## config.mk

```make
export PLATFORM = sky130hd
export DESIGN_NAME = hilo_scheduler
export DESIGN_NICKNAME = d
export VERILOG_FILES = /design/src/rtl/hilo_scheduler.sv
export SDC_FILE = /design/constraint.sdc
export NUM_CORES = 2
export LEC_CHECK = 0
export ABC_AREA = 1
export BUFFER_PORTS_ARGS = -buffer_cell sky130_fd_sc_hd__buf_4
export CORE_MARGIN = 2
export CORE_UTILIZATION = 50
export CTS_CLUSTER_DIAMETER = 60
export DETAILED_ROUTE_END_ITERATION = 6
export PLACE_DENSITY = 0.66
export SYNTH_ARGS = -nofsm -noshare
export SYNTH_HDL_FRONTEND = slang
export SYNTH_SLANG_ARGS = --single-unit
```

## constraint.sdc

```tcl
create_clock -name clk -period 22.2 [get_ports clk]
set_input_delay 3.33 -clock clk [delete_from_list [all_inputs] [get_ports clk]]
set_output_delay 3.33 -clock clk [all_outputs]
set_load 0.005 [all_outputs]
```

## src/rtl/hilo_scheduler.sv

```systemverilog
// ---------------------------------------------------------------------------
// hilo_scheduler
//
// Owns the HI/LO write ports of the register file. It accepts multiply,
// divide and move-to-HI/LO requests from EX and computes the result over
// several cycles. The pipeline is stalled while an op is in flight. Each
// accepted op ends in exactly one write-back cycle, during which the
// matching HI/LO strobes are raised.
//
// Ports
//   clk        rising-edge clock
//   rst        synchronous active-high reset
//   flush      exception flush; aborts an in-flight MUL/DIV/FIX
//   req_valid  request present this cycle
//   req_op     0=MULT 1=MULTU 2=DIV 3=DIVU 4=MTHI 5=MTLO (6/7 never accepted)
//   req_a      rs: dividend / multiplicand / MTHI-MTLO data
//   req_b      rt: divisor / multiplier
//   req_ready  high only when idle and not in reset
//   stall      high whenever an op is in flight
//   hi_we      HI write strobe
//   hi_data    HI write data (holds last value between writes)
//   lo_we      LO write strobe
//   lo_data    LO write data (holds last value between writes)
//   div_zero   one-cycle pulse in write-back of a divide by zero
// ---------------------------------------------------------------------------
module hilo_scheduler (
    input  logic        clk,
    input  logic        rst,
    input  logic        flush,
    input  logic        req_valid,
    input  logic [2:0]  req_op,
    input  logic [31:0] req_a,
    input  logic [31:0] req_b,
    output logic        req_ready,
    output logic        stall,
    output logic        hi_we,
    output logic [31:0] hi_data,
    output logic        lo_we,
    output logic [31:0] lo_data,
    output logic        div_zero
);

    typedef enum logic [2:0] {
        S_IDLE = 3'd0,
        S_MUL  = 3'd1,
        S_DIV  = 3'd2,
        S_FIX  = 3'd3,
        S_WB   = 3'd4
    } state_t;

    localparam logic [2:0] OP_MULT  = 3'd0;
    localparam logic [2:0] OP_MULTU = 3'd1;
    localparam logic [2:0] OP_MTHI  = 3'd4;
    localparam logic [2:0] OP_MTLO  = 3'd5;

    localparam logic [4:0] LAST_STEP = 5'd31;

    // Absolute value used to feed the unsigned divider. 0x80000000 maps to
    // 0x80000000, which read as unsigned is exactly 2^31.
    function automatic logic [31:0] magnitude(input logic [31:0] v,
                                              input logic        is_signed);
        if (is_signed && v[31]) begin
            return -v;
        end
        return v;
    endfunction

    // Restores the sign of a divider result; truncation to 32 bits is
    // implicit, so 2^31 negated wraps to 0x80000000.
    function automatic logic [31:0] apply_sign(input logic [31:0] v,
                                               input logic        neg);
        return neg ? -v : v;
    endfunction

    // -----------------------------------------------------------------------
    // State and datapath registers
    // -----------------------------------------------------------------------
    state_t      state_q, state_d;
    logic [4:0]  cnt_q, cnt_d;
    logic        sgn_q, sgn_d;         // current arithmetic op is signed
    logic [31:0] opa_q, opa_d;         // latched multiplicand
    logic [31:0] opb_q, opb_d;         // latched multiplier
    logic [32:0] dvs_q, dvs_d;         // divisor magnitude
    logic [31:0] rem_q, rem_d;         // partial remainder
    logic [31:0] quo_q, quo_d;         // dividend shifting out / quotient shifting in
    logic        neg_quo_q, neg_quo_d;
    logic        neg_rem_q, neg_rem_d;
    logic        wr_hi_q, wr_hi_d;
    logic        wr_lo_q, wr_lo_d;
    logic        dz_q, dz_d;
    logic [31:0] hi_q, hi_d;
    logic [31:0] lo_q, lo_d;

    // -----------------------------------------------------------------------
    // Request acceptance
    // -----------------------------------------------------------------------
    logic req_legal;
    logic accept;

    assign req_ready = (state_q == S_IDLE) && !rst;
    assign req_legal = (req_op <= OP_MTLO);
    assign accept    = req_valid && req_ready && !flush && req_legal;

    // -----------------------------------------------------------------------
    // Multiplier: both operands extended to full width so a single signed
    // multiply serves MULT (sign-extended) and MULTU (zero-extended).
    // -----------------------------------------------------------------------
    logic signed [63:0] mul_a;
    logic signed [63:0] mul_b;
    logic signed [63:0] product;

    always_comb begin
        mul_a   = {{32{sgn_q & opa_q[31]}}, opa_q};
        mul_b   = {{32{sgn_q & opb_q[31]}}, opb_q};
        product = mul_a * mul_b;
    end

    // -----------------------------------------------------------------------
    // One restoring divide step. The remainder is always below the divisor
    // magnitude (< 2^32), so after the shift it needs at most 33 bits.
    // -----------------------------------------------------------------------
    logic [32:0] div_shift;
    logic        div_fits;
    logic [31:0] rem_step;
    logic [31:0] quo_step;

    always_comb begin
        div_shift = {rem_q, quo_q[31]};
        div_fits  = (div_shift >= dvs_q);
        rem_step  = div_fits ? 32'(div_shift - dvs_q) : div_shift[31:0];
        quo_step  = {quo_q[30:0], div_fits};
    end

    // -----------------------------------------------------------------------
    // Next-state logic
    // -----------------------------------------------------------------------
    always_comb begin
        state_d   = state_q;
        cnt_d     = cnt_q;
        sgn_d     = sgn_q;
        opa_d     = opa_q;
        opb_d     = opb_q;
        dvs_d     = dvs_q;
        rem_d     = rem_q;
        quo_d     = quo_q;
        neg_quo_d = neg_quo_q;
        neg_rem_d = neg_rem_q;
        wr_hi_d   = wr_hi_q;
        wr_lo_d   = wr_lo_q;
        dz_d      = dz_q;
        hi_d      = hi_q;
        lo_d      = lo_q;

        case (state_q)
            S_IDLE: begin
                if (accept) begin
                    // DIV/MULT have op[0]=0 and are the signed variants.
                    sgn_d   = ~req_op[0];
                    opa_d   = req_a;
                    opb_d   = req_b;
                    cnt_d   = '0;
                    dz_d    = 1'b0;
                    wr_hi_d = 1'b1;
                    wr_lo_d = 1'b1;
                    case (req_op)
                        OP_MTHI: begin
                            hi_d    = req_a;
                            wr_lo_d = 1'b0;
                            state_d = S_WB;
                        end
                        OP_MTLO: begin
                            lo_d    = req_a;
                            wr_hi_d = 1'b0;
                            state_d = S_WB;
                        end
                        OP_MULT, OP_MULTU: begin
                            state_d = S_MUL;
                        end
                        default: begin
                            if (req_b == '0) begin
                                // Divide by zero short-circuits to write-back
                                // with a fixed result.
                                hi_d    = req_a;
                                lo_d    = '1;
                                dz_d    = 1'b1;
                                state_d = S_WB;
                            end else begin
                                quo_d     = magnitude(req_a, ~req_op[0]);
                                rem_d     = '0;
                                dvs_d     = {1'b0, magnitude(req_b, ~req_op[0])};
                                neg_quo_d = ~req_op[0] & (req_a[31] ^ req_b[31]);
                                neg_rem_d = ~req_op[0] & req_a[31];
                                state_d   = S_DIV;
                            end
                        end
                    endcase
                end
            end

            S_MUL: begin
                if (flush) begin
                    state_d = S_IDLE;
                end else begin
                    hi_d    = product[63:32];
                    lo_d    = product[31:0];
                    state_d = S_WB;
                end
            end

            S_DIV: begin
                if (flush) begin
                    cnt_d   = '0;
                    state_d = S_IDLE;
                end else begin
                    rem_d = rem_step;
                    quo_d = quo_step;
                    if (cnt_q == LAST_STEP) begin
                        cnt_d   = '0;
                        state_d = S_FIX;
                    end else begin
                        cnt_d = cnt_q + 5'd1;
                    end
                end
            end

            S_FIX: begin
                if (flush) begin
                    state_d = S_IDLE;
                end else begin
                    hi_d    = apply_sign(rem_q, neg_rem_q);
                    lo_d    = apply_sign(quo_q, neg_quo_q);
                    state_d = S_WB;
                end
            end

            // The op is committed once in write-back, so flush is ignored.
            S_WB: begin
                state_d = S_IDLE;
            end

            default: begin
                state_d = S_IDLE;
            end
        endcase
    end

    // -----------------------------------------------------------------------
    // Registers
    // -----------------------------------------------------------------------
    always_ff @(posedge clk) begin
        if (rst) begin
            state_q   <= S_IDLE;
            cnt_q     <= '0;
            sgn_q     <= 1'b0;
            opa_q     <= '0;
            opb_q     <= '0;
            dvs_q     <= '0;
            rem_q     <= '0;
            quo_q     <= '0;
            neg_quo_q <= 1'b0;
            neg_rem_q <= 1'b0;
            wr_hi_q   <= 1'b0;
            wr_lo_q   <= 1'b0;
            dz_q      <= 1'b0;
            hi_q      <= '0;
            lo_q      <= '0;
        end else begin
            state_q   <= state_d;
            cnt_q     <= cnt_d;
            sgn_q     <= sgn_d;
            opa_q     <= opa_d;
            opb_q     <= opb_d;
            dvs_q     <= dvs_d;
            rem_q     <= rem_d;
            quo_q     <= quo_d;
            neg_quo_q <= neg_quo_d;
            neg_rem_q <= neg_rem_d;
            wr_hi_q   <= wr_hi_d;
            wr_lo_q   <= wr_lo_d;
            dz_q      <= dz_d;
            hi_q      <= hi_d;
            lo_q      <= lo_d;
        end
    end

    // -----------------------------------------------------------------------
    // Outputs: decoded from state or taken straight from registers
    // -----------------------------------------------------------------------
    assign stall    = (state_q != S_IDLE);
    assign hi_we    = (state_q == S_WB) && wr_hi_q;
    assign lo_we    = (state_q == S_WB) && wr_lo_q;
    assign div_zero = (state_q == S_WB) && dz_q;
    assign hi_data  = hi_q;
    assign lo_data  = lo_q;

endmodule

```

==> results.json <==
{
  "outcome": "finished with violations",
  "violations": "design-rule violations",
  "cp_common_cell": "fa_1",
  "r2r_start": "opa_q[31]",
  "rsz0062_at_grt": "false",
  "drc": 2,
  "finalPower_w": 0.00186,
  "hold_path_class": "reg2reg",
  "die_x_um": 338,
  "cp_data_arrival_time_ps": 8930,
  "worstSetupPathType": "reg2reg",
  "synth-xor-area-share_pct": 0.848,
  "r2r-end": "hi_data[31]",
  "core-area_sq_mm": 0.111,
  "fin_util_pct": 53.5,
  "globalplace.congestion": 1.02,
  "muxShareOfSynthArea_pct": 0,
  "first_global_vias": 50000,
  "ys_types": 52,
  "critical-path-max-stage-delay_ps": 820,
  "cellPowerDensity_mw_per_mm2": 31.5,
  "cts_max_path_buffers": 3,
  "synth_edf_count": 0,
  "cellLeakagePower_nw": 31.8,
  "dp_hpwl_um": 155000,
  "crit_slowest_cell": "fa_1",
  "worst_pin_slew_ps": 1110,
  "worst_clock_skew_ps": 33.0,
  "rrSetupSlack_ps": 13700,
  "hold_path_depth": 2,
  "yosys.area_share.simple_pct": 21.5,
  "cts-htree-levels": 2,
  "ys.warnings.count": 0,
  "cts.sinks": 238,
  "synthAdderAreaFrac_pct": 46.0,
  "whs_ps": 468,
  "grt_antenna_before_repair": 7,
  "synth_nets": 9146,
  "cts_resized": 0,
  "ys_ff_latch": 238,
  "port_buffers": 139,
  "grt_start_max_net_pins": 87,
  "ys.flop_type": "dfxtp_1",
  "startpoint_type": "flip-flop",
  "start_util_pct": 50.4,
  "hold_violations": 0,
  "hp-start": "wr_hi_q",
  "ff2ff_path_depth": 28,
  "syn_area_per_cell_sq_um": 7.25,
  "place_inst": 9029,
  "synth_compound_area_share_pct": 7.31,
  "crit_fanout": 35,
  "final_common_cell": "inv_1",
  "finalCriticalPeriod_ps": 8500,
  "die_h_um": 338,
  "synthToLayoutAreaGrowth_pct": 6.15,
  "yosysSeqAreaShare_pct": 8.54,
  "setup-tns-final_ps": 0,
  "peakVddDrop_v": 0.0000565,
  "cts-root-buf": "clkbuf_16",
  "post-route-period-util_pct": 38.3,
  "max_slew_margin_pct": 26.0,
  "clk_pin_slew_ps": 60,
  "routed_wl_um": 186000,
  "final_cells": 9099,
  "maxCapViolCount": 0,
  "ant_nets": 0,
  "ys_async_sr_fraction_pct": 0,
  "cts_made_buffers": 38,
  "grt_pass1_wl_um": 292000,
  "slew_viol_final": 0,
  "syn_area_sq_mm": 0.0558,
  "cp-end-kind": "flip-flop",
  "endpoint": "hi_data[31]",
  "vias_per_cell": 5.40,
  "die-area_sq_mm": 0.114,
  "setup_viol_count_final": 0,
  "rows": 122,
  "syn_inst": 7699,
  "synth_top_family_by_area": "adder cells",
  "crit_start": "opa_q[31]",
  "dr.pass1.iters": 7,
  "worstPathRequired_ps": 22630,
  "cts_tree": "yes",
  "initialDrtViolationCount": 4130,
  "cts_hold_buf": 0,
  "post_cts_buffers": 0,
  "vias": 49100,
  "final_cell_mix": "inv_1 (1920), nand2_1 (1903), fa_1 (1126), nor2_1 (461), nand3_1 (379)",
  "fmax_ghz": 0.118,
  "layout-drive-gt1-share_pct": 4.69,
  "ios": 140,
  "grt_usage_pct": 33.6,
  "nNetsFinal": 9028,
  "overflow": 0,
  "wl_per_cell_um": 20.5,
  "clk_latency_ps": 580
}
## routing by layer
| metal | vias to the layer above | global-route usage, % | wire length, um |
|---|---|---|---|
| li1 | 22400 | - | - |
| met1 | 24400 | 44.8 | 76500 |
| met2 | 1954 | 55.4 | 87400 |
| met3 | 378 | 5.25 | 14400 |
| met4 | 6 | 12.6 | 8160 |
| met5 | - | 0 | 34 |
## synthesized netlist by cell type (3+ instances only)
| library cell | number | area (sq um) |
|---|---|---|
| clkbuf_1 | 337 | 1260 |
| nor2_1 | 466 | 1750 |
| fa_1 | 1126 | 22500 |
| nand2_1 | 1903 | 7140 |
| a21o_1 | 3 | 22.5 |
| nand3_2 | 4 | 40.0 |
| or2_2 | 19 | 119 |
| nor3_1 | 58 | 290 |
| ha_1 | 250 | 3130 |
| nor4_1 | 4 | 25.0 |
| a21oi_1 | 333 | 1670 |
| nor2_2 | 6 | 37.5 |
| nand3b_1 | 17 | 128 |
| nand3_1 | 379 | 1900 |
| o21bai_1 | 23 | 173 |
| buf_2 | 18 | 90.1 |
| nand4_1 | 58 | 363 |
| clkinv_1 | 3 | 11.3 |
| o21ai_2 | 3 | 26.3 |
| o21ai_1 | 21 | 105 |
| a31oi_1 | 16 | 100 |
| xor2_1 | 29 | 254 |
| buf_1 | 9 | 33.8 |
| o21ai_0 | 337 | 1690 |
| inv_2 | 9 | 33.8 |
| nand2_2 | 6 | 37.5 |
| buf_6 | 14 | 158 |
| o31ai_1 | 4 | 30.0 |
| inv_1 | 1921 | 7210 |
| a211oi_1 | 4 | 30.0 |
| and2_1 | 5 | 31.3 |
| o22ai_1 | 9 | 56.3 |
| xnor2_1 | 25 | 219 |
| dfxtp_1 | 238 | 4760 |
| buf_4 | 3 | 22.5 |
| o211ai_1 | 11 | 82.6 |
## metrics by stage
stage / cell area (sq um) / worst slack, ps
2_1_floorplan: 55800 / 14650
3_3_place_gp: 57800 / 13910
3_5_place_dp: 57800 / 13800
4_1_cts: 59200 / 13760
5_1_grt: 59200 / 13220
6_report: 59200 / 13700
## area by class of cell
cell class	count	area, sq um
sequential	238	4770
timing repair buffer	225	1690
clock inverter	23	375
inverter	1935	7270
multi-input combinational	5143	42200
antenna	1	2.50
clock buffer	46	1040
tap	1488	1860
fill	10900	51400
## where the power goes
part / total [W] / internal (W) / switching (W)
Sequential: 0.000461 / 0.000444 / 0.0000167
Combinational: 0.000722 / 0.000214 / 0.000508
Clock: 0.000681 / 0.000433 / 0.000248
Total: 0.00186 / 0.00109 / 0.000773
## how the worst min path moves through the flow
stage                     end  slack [ps]
floorplan           dvs_q[23]         430
global route             dz_q         500
finish                wr_hi_q         470
global placement     cnt_q[3]         450
detailed placement    wr_hi_q         460
CTS                   wr_hi_q         470
## flip-flops by register name (all words and copies together), names as in the netlist, 3 cells and up
register,cells
state_q,3
lo_data,32
dvs_q,32
hi_data,32
quo_q,32
cnt_q,5
opa_q,32
rem_q,32
opb_q,32
## cells by family after synthesis
logic type	count (synthesis)
AND/OR/NAND/NOR	2937
buffers and inverters	2318
adder cells (fa/ha/maj)	1376
AO/OA/AOI/OAI	776
flip-flops	238
XOR/XNOR	54
## critical path, delay by kind of cell, from the launching register on
family          cells  cell delay (ps)
compound gates      1               80
fa+ha+maj           9             4980
buf+inv             9             1530
flops               1              290
simple gates        9             1420
No activity file was read; power rests on OpenSTA's default activity.
